==> src/rtl/div_pkg.sv <==
// rtl/div_pkg.sv - shared FSM state type and default width for the sequential divider
package div_pkg;

  localparam int BIT_DEFAULT = 8;

  typedef enum logic [1:0] {
    ST_IDLE = 2'd0,
    ST_CALC = 2'd1,
    ST_DONE = 2'd2
  } div_state_e;

endpackage

==> src/rtl/div_step.sv <==
// rtl/div_step.sv - one restoring-division iteration: shift in a dividend bit, trial-subtract, restore
module div_step
  import div_pkg::*;
#(
  parameter int BIT = BIT_DEFAULT
) (
  input  logic [BIT-1:0] rem_i,
  input  logic           bit_i,
  input  logic [BIT-1:0] divisor_i,
  output logic [BIT-1:0] rem_o,
  output logic           q_bit_o
);

  logic [BIT:0] shifted;

  // The partial remainder stays below the divisor, so the shifted value fits in BIT+1 bits
  // and the difference (when taken) fits back into BIT bits.
  assign shifted = {rem_i, bit_i};
  assign q_bit_o = (shifted >= {1'b0, divisor_i});
  assign rem_o   = q_bit_o ? (shifted[BIT-1:0] - divisor_i) : shifted[BIT-1:0];

endmodule

==> src/rtl/seq_div_16x8.sv <==
// rtl/seq_div_16x8.sv - sequential 2*BIT / BIT unsigned restoring divider with valid/ready handshakes
module seq_div_16x8
  import div_pkg::*;
#(
  parameter int BIT = BIT_DEFAULT
) (
  input  logic             clk,
  input  logic             rst_n,
  input  logic             in_valid,
  output logic             in_ready,
  input  logic [2*BIT-1:0] dividend,
  input  logic [BIT-1:0]   divisor,
  output logic             out_valid,
  input  logic             out_ready,
  output logic [BIT-1:0]   quotient,
  output logic [BIT-1:0]   remainder,
  output logic             div_zero,
  output logic             overflow
);

  localparam int CW = (BIT > 2) ? $clog2(BIT) : 1;

  div_state_e     state_q, state_d;
  logic [BIT-1:0] rem_q, rem_d;
  logic [BIT-1:0] sh_q, sh_d;
  logic [BIT-1:0] dsr_q, dsr_d;
  logic [CW-1:0]  cnt_q, cnt_d;
  logic [BIT-1:0] quot_q, quot_d;
  logic [BIT-1:0] remo_q, remo_d;
  logic           dz_q, dz_d;
  logic           ov_q, ov_d;
  logic           in_ready_q;
  logic           out_valid_q;

  logic [BIT-1:0] step_rem;
  logic           step_q;
  logic           accept;

  div_step #(.BIT(BIT)) u_step (
    .rem_i     (rem_q),
    .bit_i     (sh_q[BIT-1]),
    .divisor_i (dsr_q),
    .rem_o     (step_rem),
    .q_bit_o   (step_q)
  );

  // in_ready_q is only set once the state is IDLE, so it doubles as the IDLE flag.
  assign accept = in_valid & in_ready_q;

  always_comb begin
    state_d = state_q;
    rem_d   = rem_q;
    sh_d    = sh_q;
    dsr_d   = dsr_q;
    cnt_d   = cnt_q;
    quot_d  = quot_q;
    remo_d  = remo_q;
    dz_d    = dz_q;
    ov_d    = ov_q;
    case (state_q)
      ST_IDLE: begin
        if (accept) begin
          dsr_d = divisor;
          if (divisor == '0) begin
            state_d = ST_DONE;
            quot_d  = '1;
            remo_d  = dividend[BIT-1:0];
            dz_d    = 1'b1;
            ov_d    = 1'b0;
          end else if (dividend[2*BIT-1:BIT] >= divisor) begin
            state_d = ST_DONE;
            quot_d  = '1;
            remo_d  = dividend[BIT-1:0];
            dz_d    = 1'b0;
            ov_d    = 1'b1;
          end else begin
            state_d = ST_CALC;
            rem_d   = dividend[2*BIT-1:BIT];
            sh_d    = dividend[BIT-1:0];
            cnt_d   = CW'(BIT - 1);
          end
        end
      end
      ST_CALC: begin
        // Dividend bits leave sh_q at the top while quotient bits enter at the bottom.
        rem_d = step_rem;
        sh_d  = {sh_q[BIT-2:0], step_q};
        cnt_d = cnt_q - 1'b1;
        if (cnt_q == '0) begin
          state_d = ST_DONE;
          quot_d  = {sh_q[BIT-2:0], step_q};
          remo_d  = step_rem;
          dz_d    = 1'b0;
          ov_d    = 1'b0;
        end
      end
      ST_DONE: begin
        if (out_ready) state_d = ST_IDLE;
      end
      default: state_d = ST_IDLE;
    endcase
  end

  always_ff @(posedge clk or negedge rst_n) begin
    if (!rst_n) begin
      state_q     <= ST_IDLE;
      rem_q       <= '0;
      sh_q        <= '0;
      dsr_q       <= '0;
      cnt_q       <= '0;
      quot_q      <= '0;
      remo_q      <= '0;
      dz_q        <= 1'b0;
      ov_q        <= 1'b0;
      in_ready_q  <= 1'b0;
      out_valid_q <= 1'b0;
    end else begin
      state_q     <= state_d;
      rem_q       <= rem_d;
      sh_q        <= sh_d;
      dsr_q       <= dsr_d;
      cnt_q       <= cnt_d;
      quot_q      <= quot_d;
      remo_q      <= remo_d;
      dz_q        <= dz_d;
      ov_q        <= ov_d;
      in_ready_q  <= (state_d == ST_IDLE);
      out_valid_q <= (state_d == ST_DONE);
    end
  end

  assign in_ready  = in_ready_q;
  assign out_valid = out_valid_q;
  assign quotient  = quot_q;
  assign remainder = remo_q;
  assign div_zero  = dz_q;
  assign overflow  = ov_q;

endmodule
==> config.mk <==
export PLATFORM = sky130hd
export DESIGN_NAME = seq_div_16x8
export DESIGN_NICKNAME = d
export VERILOG_FILES = /design/src/rtl/div_pkg.sv /design/src/rtl/div_step.sv /design/src/rtl/seq_div_16x8.sv
export SDC_FILE = /design/constraint.sdc
export NUM_CORES = 1
export LEC_CHECK = 0
export ABC_AREA = 1
export CORE_ASPECT_RATIO = 1.1
export CORE_UTILIZATION = 45
export DETAILED_ROUTE_END_ITERATION = 7
export PLACE_DENSITY = 0.74
export SLEW_MARGIN = 0
export SYNTH_ARGS = -nofsm -noshare
export SYNTH_HDL_FRONTEND = slang
export SYNTH_HIERARCHICAL = 1
export SYNTH_SLANG_ARGS = --single-unit
export TNS_END_PERCENT = 5
==> constraint.sdc <==
create_clock -name clk -period 4.7 [get_ports clk]
set_input_delay 0.705 -clock clk [delete_from_list [all_inputs] [get_ports clk]]
set_output_delay 0.705 -clock clk [all_outputs]
set_load 0.1 [all_outputs]
# Word-level counts from Yosys, hierarchy flattened
# Index checks and enable logic that the tools add are counted.
# classes
n_addsub	2
mul	0
n_div	0
order_cmp	2
eq_ne	8
n_shift	0
mux	38
n_bitwise	1
reduce_logical	8
# op_table
op	count
$mux 8	15
$pmux 8 s2	4
$mux 2	5
$ge 9x8->1	1
$mux 3	3
$ge 8x8->1	1
$logic_not 8->1	1
$ne 2x2->1 const B	4
$reduce_and 4->1	2
$sub 8x8->8	1
$mux 1	7
$pmux 2 s3	1
$pmux 3 s2	1
$eq 2x2->1 const B	2
$logic_not 2->1	2
$pmux 1 s2	2
$logic_not 3->1	1
$ne 3x3->1 const B	1
$sub 3x1->3 const B	1
$eq 2x1->1 const B	1
$reduce_and 2->1	1
$reduce_bool 2->1	1
$and 1x1->1	1
# totals
ff_bits	49
latchBits	0
ramBits	0
rom_bits	0
input_bits	28
out_inout_bits	20
word_cells	70
memories	0

# Logic depth before layout (Yosys ltp)
# Gate-level depths: netlist (run 1).
# depth
ltp_word	6
mapped_depth	15
mapped_depth_nobuf	15

# By module
# The synthesis (run 1) kept the hierarchy.
# by_module_without_submodules
module	instances	cells_per_inst	area_per_inst_um2	seq_area_each_um2
seq_div_16x8	1	333	2566.2	1226.2
div_step	1	106	605.6	0.0

# Worst setup path after synthesis (run 1)
# No wires, ideal clock.
# synth_timing
path_kind	input to register
start	input dividend[8]
end	register quot_q[0], in the netlist quotient[0]
setup_time_ns	0.067
t_arrival_ns	1.950
required_ns	4.633
path_slack_ns	2.684
stages	14
n_path_buf	1
path_cell_list	inv_1 ha_1 inv_1 nand2_1 nand2_1 nand2_1 nand2_1 nand2_1 nand2_1 nand3_4 nand2_4 buf_6 nand2_1 nand2_1
# synth_between
elab_chain_len	3
# synth_lines
element	line_no	rtl
start: declaration	seq_div_16x8.sv:11	input logic [2*BIT-1:0] dividend,
$ge 8x8->1	seq_div_16x8.sv:70	end else if (dividend[2*BIT-1:BIT] >= divisor) begin
$ne 3x3->1 (no source line)	--	
$reduce_and 4->1 (no source line)	--	
end signal: assignment	seq_div_16x8.sv:123	quot_q <= quot_d;
end: declaration	seq_div_16x8.sv:28	logic [BIT-1:0] quot_q, quot_d;
# No other way between the ends.
# A chain may end at the register's enable or synchronous reset.

# Worst setup path after layout (run 1)
# layout_timing
start	register state_q[1]
end	register remo_q[1], in the netlist remainder[1]
# layout_between
elab_chain_len	3
elab_cells_between_ends	8
cone_classes	eq/ne: 4; mux: 1; reduce/logical: 3
# layout_lines
element	line_no	rtl
start: declaration	seq_div_16x8.sv:23	div_state_e state_q, state_d;
start signal: assignment	seq_div_16x8.sv:118	state_q <= state_d;
$eq 2x1->1 or $logic_not 2->1 (tied branches)	seq_div_16x8.sv:60	case (state_q)
$ne 2x2->1 (no source line) (tied with other cells)	--	
$reduce_and 4->1 (no source line)	--	
end signal: assignment	seq_div_16x8.sv:124	remo_q <= remo_d;
end: declaration	seq_div_16x8.sv:29	logic [BIT-1:0] remo_q, remo_d;
# Parallel ways exist; a longest one is shown, timed or not.

==> impl_metrics.tcl, run 1 <==
set metrics [dict create \
    status "complete, no violations" \
    cts_setup_buffers 0 \
    cts.sinks 49 \
    async_flop_share 1.00 \
    io_pins 48 \
    crit_required_ns 4.90 \
    portBuffers 47 \
    synth.net_count 486 \
    ys_seq_area_frac 0.387 \
    cts.path.max_buffers 2 \
    finClkSkew_ns 0.00838 \
    grt_pass1_vias 2845 \
    route.detailed.drc 0 \
    drtIter0Drc 178 \
    period_needed_ns 2.77 \
    gp_congestion 0.871 \
    r2r_slack_ns 1.93 \
    finalSetupViolCount 0 \
    ff2ff_path_depth 6 \
    drive_gt1_frac 0.0748 \
    core_mm2 0.00671 \
    ys_ff_latch 49 \
    rr_startpoint "state_q[1]" \
    ant_nets 0 \
    avgSynthCellArea_um2 7.23 \
    die_w_um 82.0 \
    postSynthCellCount 439 \
    netlist_area_mm2 0.00317 \
    holdBufCountCts 0 \
    cap_violations 0 \
    worstHoldStart "remainder[0]" \
    crit_end "remainder[1]" \
    grt_max_degree 50 \
    initial_core_util 0.473 \
    hold_violations 0 \
    num-fill-cells 641 \
    cts_tree "yes" \
    cp-end-kind "flop" \
    fin_area_mm2 0.00376 \
    start_kind "flop" \
    cts_resized 0 \
    synth-main-ff-cell "dfrtp_1" \
    vias_per_cell 5.07 \
    wl_per_cell_um 12.6 \
    grt_usage 0.220 \
    cts_root_buf "clkbuf_8" \
    tns_ns 0 \
    worstMarginPinSlew_ns 1.08 \
    worstHoldPathType "reg2reg" \
    path_class "reg2reg" \
    fmax_mhz 361 \
    startpoint "state_q[1]" \
    path_max_fanout 49 \
    dieArea_mm2 0.00739 \
    fin_crit_sh 0.590 \
    antenna_found_initial 0 \
    dp_hpwl_um 5410 \
    vias 2854 \
    clk_latency_ns 0.31 \
    synth_warnings 6 \
    drtPass1Iterations 4 \
    wirelength_um 7110 \
    drv_slew 0 \
    synth_edf_count 0 \
    cts_buffers 5 \
    htreeDepth 2 \
    die_h_um 90.1 \
    cp_data_arrival_time_ns 2.97 \
    gr-total-overflow 0 \
    rsz0062_at_grt "no" \
    place_area_mm2 0.00366 \
    synthDistinctLibCells 33 \
    syn_to_final_growth_pct 18.5 \
    path_clk_slew_ns 0.10 \
    slew_headroom 0.277 \
    core.rowCount 31 \
    finalNetCount 527 \
    grt_first_pass_wirelength_um 12800 \
    insertedDiodeCount 0 \
    r2r-end "remainder[1]" \
]
## critical path, cell delays in order, from the launching register on
cell	delay, ns
dfrtp_1	0.44
nor2_2	0.69
inv_2	0.54
o21ai_4	0.59
nand2_4	0.23
nand2_1	0.10
nand2_1	0.05
## logic make-up (layout without fill, tap and decap cells)
kind of cell / Yosys count / after routing / share of synthesized area
AOI/OAI and AO/OA: 27 / 27 / 0.0513
xor gates and xnor gates: 3 / 3 / 0.00829
adders and majority gates: 19 / 19 / 0.0773
buffers and inverters: 67 / 109 / 0.0876
DFF: 49 / 49 / 0.387
and+or+nand+nor: 274 / 274 / 0.389
## area by class of cell
class | count | area (um^2) | area share
repair buffers | 47 | 465 | 0.124
flip-flops and latches | 49 | 1230 | 0.326
clock inverters | 3 | 25.0 | 0.00666
clock buffers | 5 | 68.8 | 0.0183
well taps | 82 | 103 | 0.0273
inverters | 54 | 203 | 0.0539
multi-input cells | 323 | 1670 | 0.444
## Yosys cell counts (3+ instances only)
cell	count	area, um^2
clkbuf_1	4	15.0
nand2_2	7	43.8
buf_2	6	30.0
nor2_1	13	48.8
nand2_4	4	45.0
inv_2	3	11.3
nand3_1	51	255
nand2_1	185	694
dfrtp_1	49	1230
a21oi_1	3	15.0
o21ai_0	20	100
inv_1	50	188
ha_1	18	225
## layout by cell type (no fill, tap or decap), types with 2 or more instances in the layout
cell type | netlist | final
clkbuf_8 | 0 | 5
nand4_1 | 2 | 2
o21ai_0 | 20 | 20
clkdlybuf4s50_1 | 0 | 46
nor3_4 | 2 | 2
dfrtp_1 | 49 | 49
nor2_2 | 2 | 2
inv_2 | 3 | 3
nand3_4 | 2 | 2
nand2_1 | 185 | 185
nand2_2 | 7 | 7
nand2_4 | 4 | 4
nor2_1 | 13 | 13
inv_1 | 50 | 50
a21oi_1 | 3 | 3
ha_1 | 18 | 18
nand3_1 | 51 | 51
inv_6 | 0 | 2
xnor2_1 | 2 | 2
## per-layer routing
| layer | routed length [um] | vias to the layer above | global-route usage |
|---|---|---|---|
| li1 | - | 1454 | - |
| met1 | 3030 | 1299 | 0.286 |
| met2 | 3520 | 84 | 0.364 |
| met3 | 373 | 17 | 0.0355 |
| met4 | 178 | 0 | 0.0716 |
| met5 | 0 | - | 0 |
## registers in the layout, summed over array words and instances, names as in the netlist
| name | flops |
|---|---|
| cnt_q | 3 |
| dsr_q | 8 |
| rem_q | 8 |
| in_ready | 1 |
| remainder | 8 |
| state_q | 2 |
| div_zero | 1 |
| overflow | 1 |
| sh_q | 8 |
| quotient | 8 |
| out_valid | 1 |
## worst min path at each step
stage / to / slack, ns / cells past startpoint
after floorplan: cnt_q[0] / 0.41 / 0
after global placement: remainder[4] / 0.45 / 2
after detailed placement: remainder[2] / 0.46 / 2
after CTS: overflow / 0.48 / 2
after global routing: remainder[4] / 0.50 / 2
final: remainder[0] / 0.48 / 2
## metrics by stage
step | setup WS [ns] | utilization | instances | hold slack [ns]
finish | 1.93 | 0.560 | 563 | 0.478
global route | 1.53 | 0.560 | 563 | 0.502
CTS | 1.90 | 0.560 | 563 | 0.482
detailed placement | 1.91 | 0.546 | 555 | 0.458
global placement | 1.94 | 0.546 | 555 | 0.453
floorplan | 2.68 | - | 439 | 0.409
Power of run 1 is not shown: default switching activity piles up to over one toggle a cycle in this logic, so the estimate is an artifact.
==> run 2: changes to the inputs <==
==> constraint.sdc (replaced) <==
create_clock -name clk -period 2.7 [get_ports clk]
set_input_delay 0.405 -clock clk [delete_from_list [all_inputs] [get_ports clk]]
set_output_delay 0.405 -clock clk [all_outputs]
set_load 0.1 [all_outputs]
==> run 2 against run 1 <==
Against the previous run: core utilization is essentially flat; die area stayed put; largest cell class unchanged; clock-buffer cell count is 1 higher; design area barely moved; sequential share of layout area hardly changed; critical path type is now in2reg; flip-flop and latch count is the same; critical path depth increased by 5; critical endpoint is now overflow; register-to-register slack got worse by 1.3 ns.
==> impl_metrics.tcl, run 2 (same netlist as run 1, synthesis figures left out) <==
set metrics [dict create \
    grt_pass1_vias 2822 \
    cts_root_buf "clkbuf_8" \
    critical-path-max-stage-delay_ns 0.48 \
    rsz0062_at_grt "no" \
    fmax_mhz 477 \
    portBuffers 47 \
    htreeDepth 2 \
    dp_hpwl_um 5640 \
    utilization 0.560 \
    period_needed_ns 2.10 \
    finalNetCount 531 \
    path_max_fanout 19 \
    drive_gt1_frac 0.122 \
    cts.sinks 49 \
    holdBufCountCts 0 \
    layout_common_cells "185 x nand2_1, 51 x nand3_1, 50 x inv_1, 49 x dfrtp_1, 26 x clkdlybuf4s50_1" \
    clk_latency_ns 0.31 \
    grt_usage 0.222 \
    rr_startpoint "sh_q[7]" \
    wirelength_um 7370 \
    fin_crit_sh 0.777 \
    die_w_um 82.0 \
    drtPass1Iterations 4 \
    gp_congestion 0.857 \
    wl_per_cell_um 13.0 \
    drtIter0Drc 210 \
    startpoint "dividend[14]" \
    cp_data_arrival_time_ns 2.34 \
    cts_tree "yes" \
    ant_nets 0 \
    path_common_cell "nand2_1" \
    io_pins 48 \
    cpLargestDelayFamily "simple AND/OR/NAND/NOR gates" \
    path_cells "clkdlybuf4s50_1, ha_1, nand2_1, nand2_1, nand2_1, nand2_1, nor2_4, nand3_4, nand2_4, nand2_1, nand2_1" \
    antenna_found_initial 0 \
    start_kind "input pin" \
    grt_max_degree 49 \
    cts_setup_buffers 0 \
    gr-total-overflow 0 \
    core.rowCount 31 \
    critPathSlowestCell "clkdlybuf4s50_1" \
    worstMarginPinSlew_ns 0.545 \
    die_h_um 90.1 \
    route.detailed.drc 0 \
    cts_buffers 5 \
    worstHoldPathType "in2async" \
    insertedDiodeCount 0 \
    cts.path.max_buffers 2 \
    finClkSkew_ns 0.0141 \
    cp-end-kind "flop" \
    core_mm2 0.00671 \
    slew_headroom 0.637 \
    path_clk_slew_ns 0.10 \
    tns_ns 0 \
    drv_slew 0 \
    vias 2873 \
    vias_per_cell 5.07 \
    status "complete, no violations" \
    path_buf_inv 1 \
    layout_commonest_cell "nand2_1" \
    finalSetupViolCount 0 \
    syn_to_final_growth_pct 18.4 \
    dieArea_mm2 0.00739 \
    initial_core_util 0.473 \
    crit_required_ns 2.94 \
    hold_violations 0 \
    path_class "in2reg" \
    cap_violations 0 \
    cts_resized 0 \
    grt_first_pass_wirelength_um 12800 \
]
[run 2: changes by cell type in the layout (fill, tap and decap cells not counted), sizes merged]
cell,delta
clkinvlp,-1
inv,-2
clkinv,+1
clkbuf,+1
bufinv,+1
buf,+24
clkdlybuf4s50,-20
[run 2: layer usage]
metal	global-route usage	routed length, um	vias to the layer above
met1	0.297	3220	1316
met4	0.0702	147	0
met3	0.0294	324	14
met5	0	0	-
li1	-	-	1460
met2	0.362	3680	83
[run 2: worst paths after layout]
path                                endpoint  slack, ns  cells past startpoint
worst min register to register  remainder[6]       0.48                      2
max in group asynchronous           rem_q[6]       1.89                      2
worst max-delay path                overflow       0.60                     11
worst max register to register  remainder[4]       0.61                     13
min in group clk                remainder[6]       0.48                      2
worst min-delay path             quotient[4]       0.06                      1
[run 2: area by class of cell]
| class | count | area, um^2 |
|---|---|---|
| inverters | 54 | 203 |
| clock buffers | 6 | 72.6 |
| clock inverters | 2 | 38.8 |
| multi-input cells | 323 | 1670 |
| well taps | 82 | 103 |
| flip-flops and latches | 49 | 1230 |
| fillers | 654 | 2950 |
| repair buffers | 51 | 445 |
[run 2: worst register-to-register path, delay by kind of cell (launching register included)]
kind	cells	cell delay [ns]
simple gates	8	0.68
buf+inv	2	0.14
xor+xnor	1	0.19
flops	1	0.38
fa+ha+maj	2	0.65
[run 2: metrics by stage]
step / worst slack, ns / hold slack [ns] / cell area, um^2 / cells
6_report: 0.602 / 0.0640 / 3760 / 567
5_1_grt: 0.366 / 0.111 / 3760 / 567
4_1_cts: 0.607 / 0.0820 / 3760 / 567
3_5_place_dp: 0.282 / 0.420 / 3640 / 559
3_3_place_gp: 0.322 / 0.423 / 3640 / 559
2_1_floorplan: 0.701 / 0.109 / 3170 / 439
Power of run 2 is left out for the same reason.
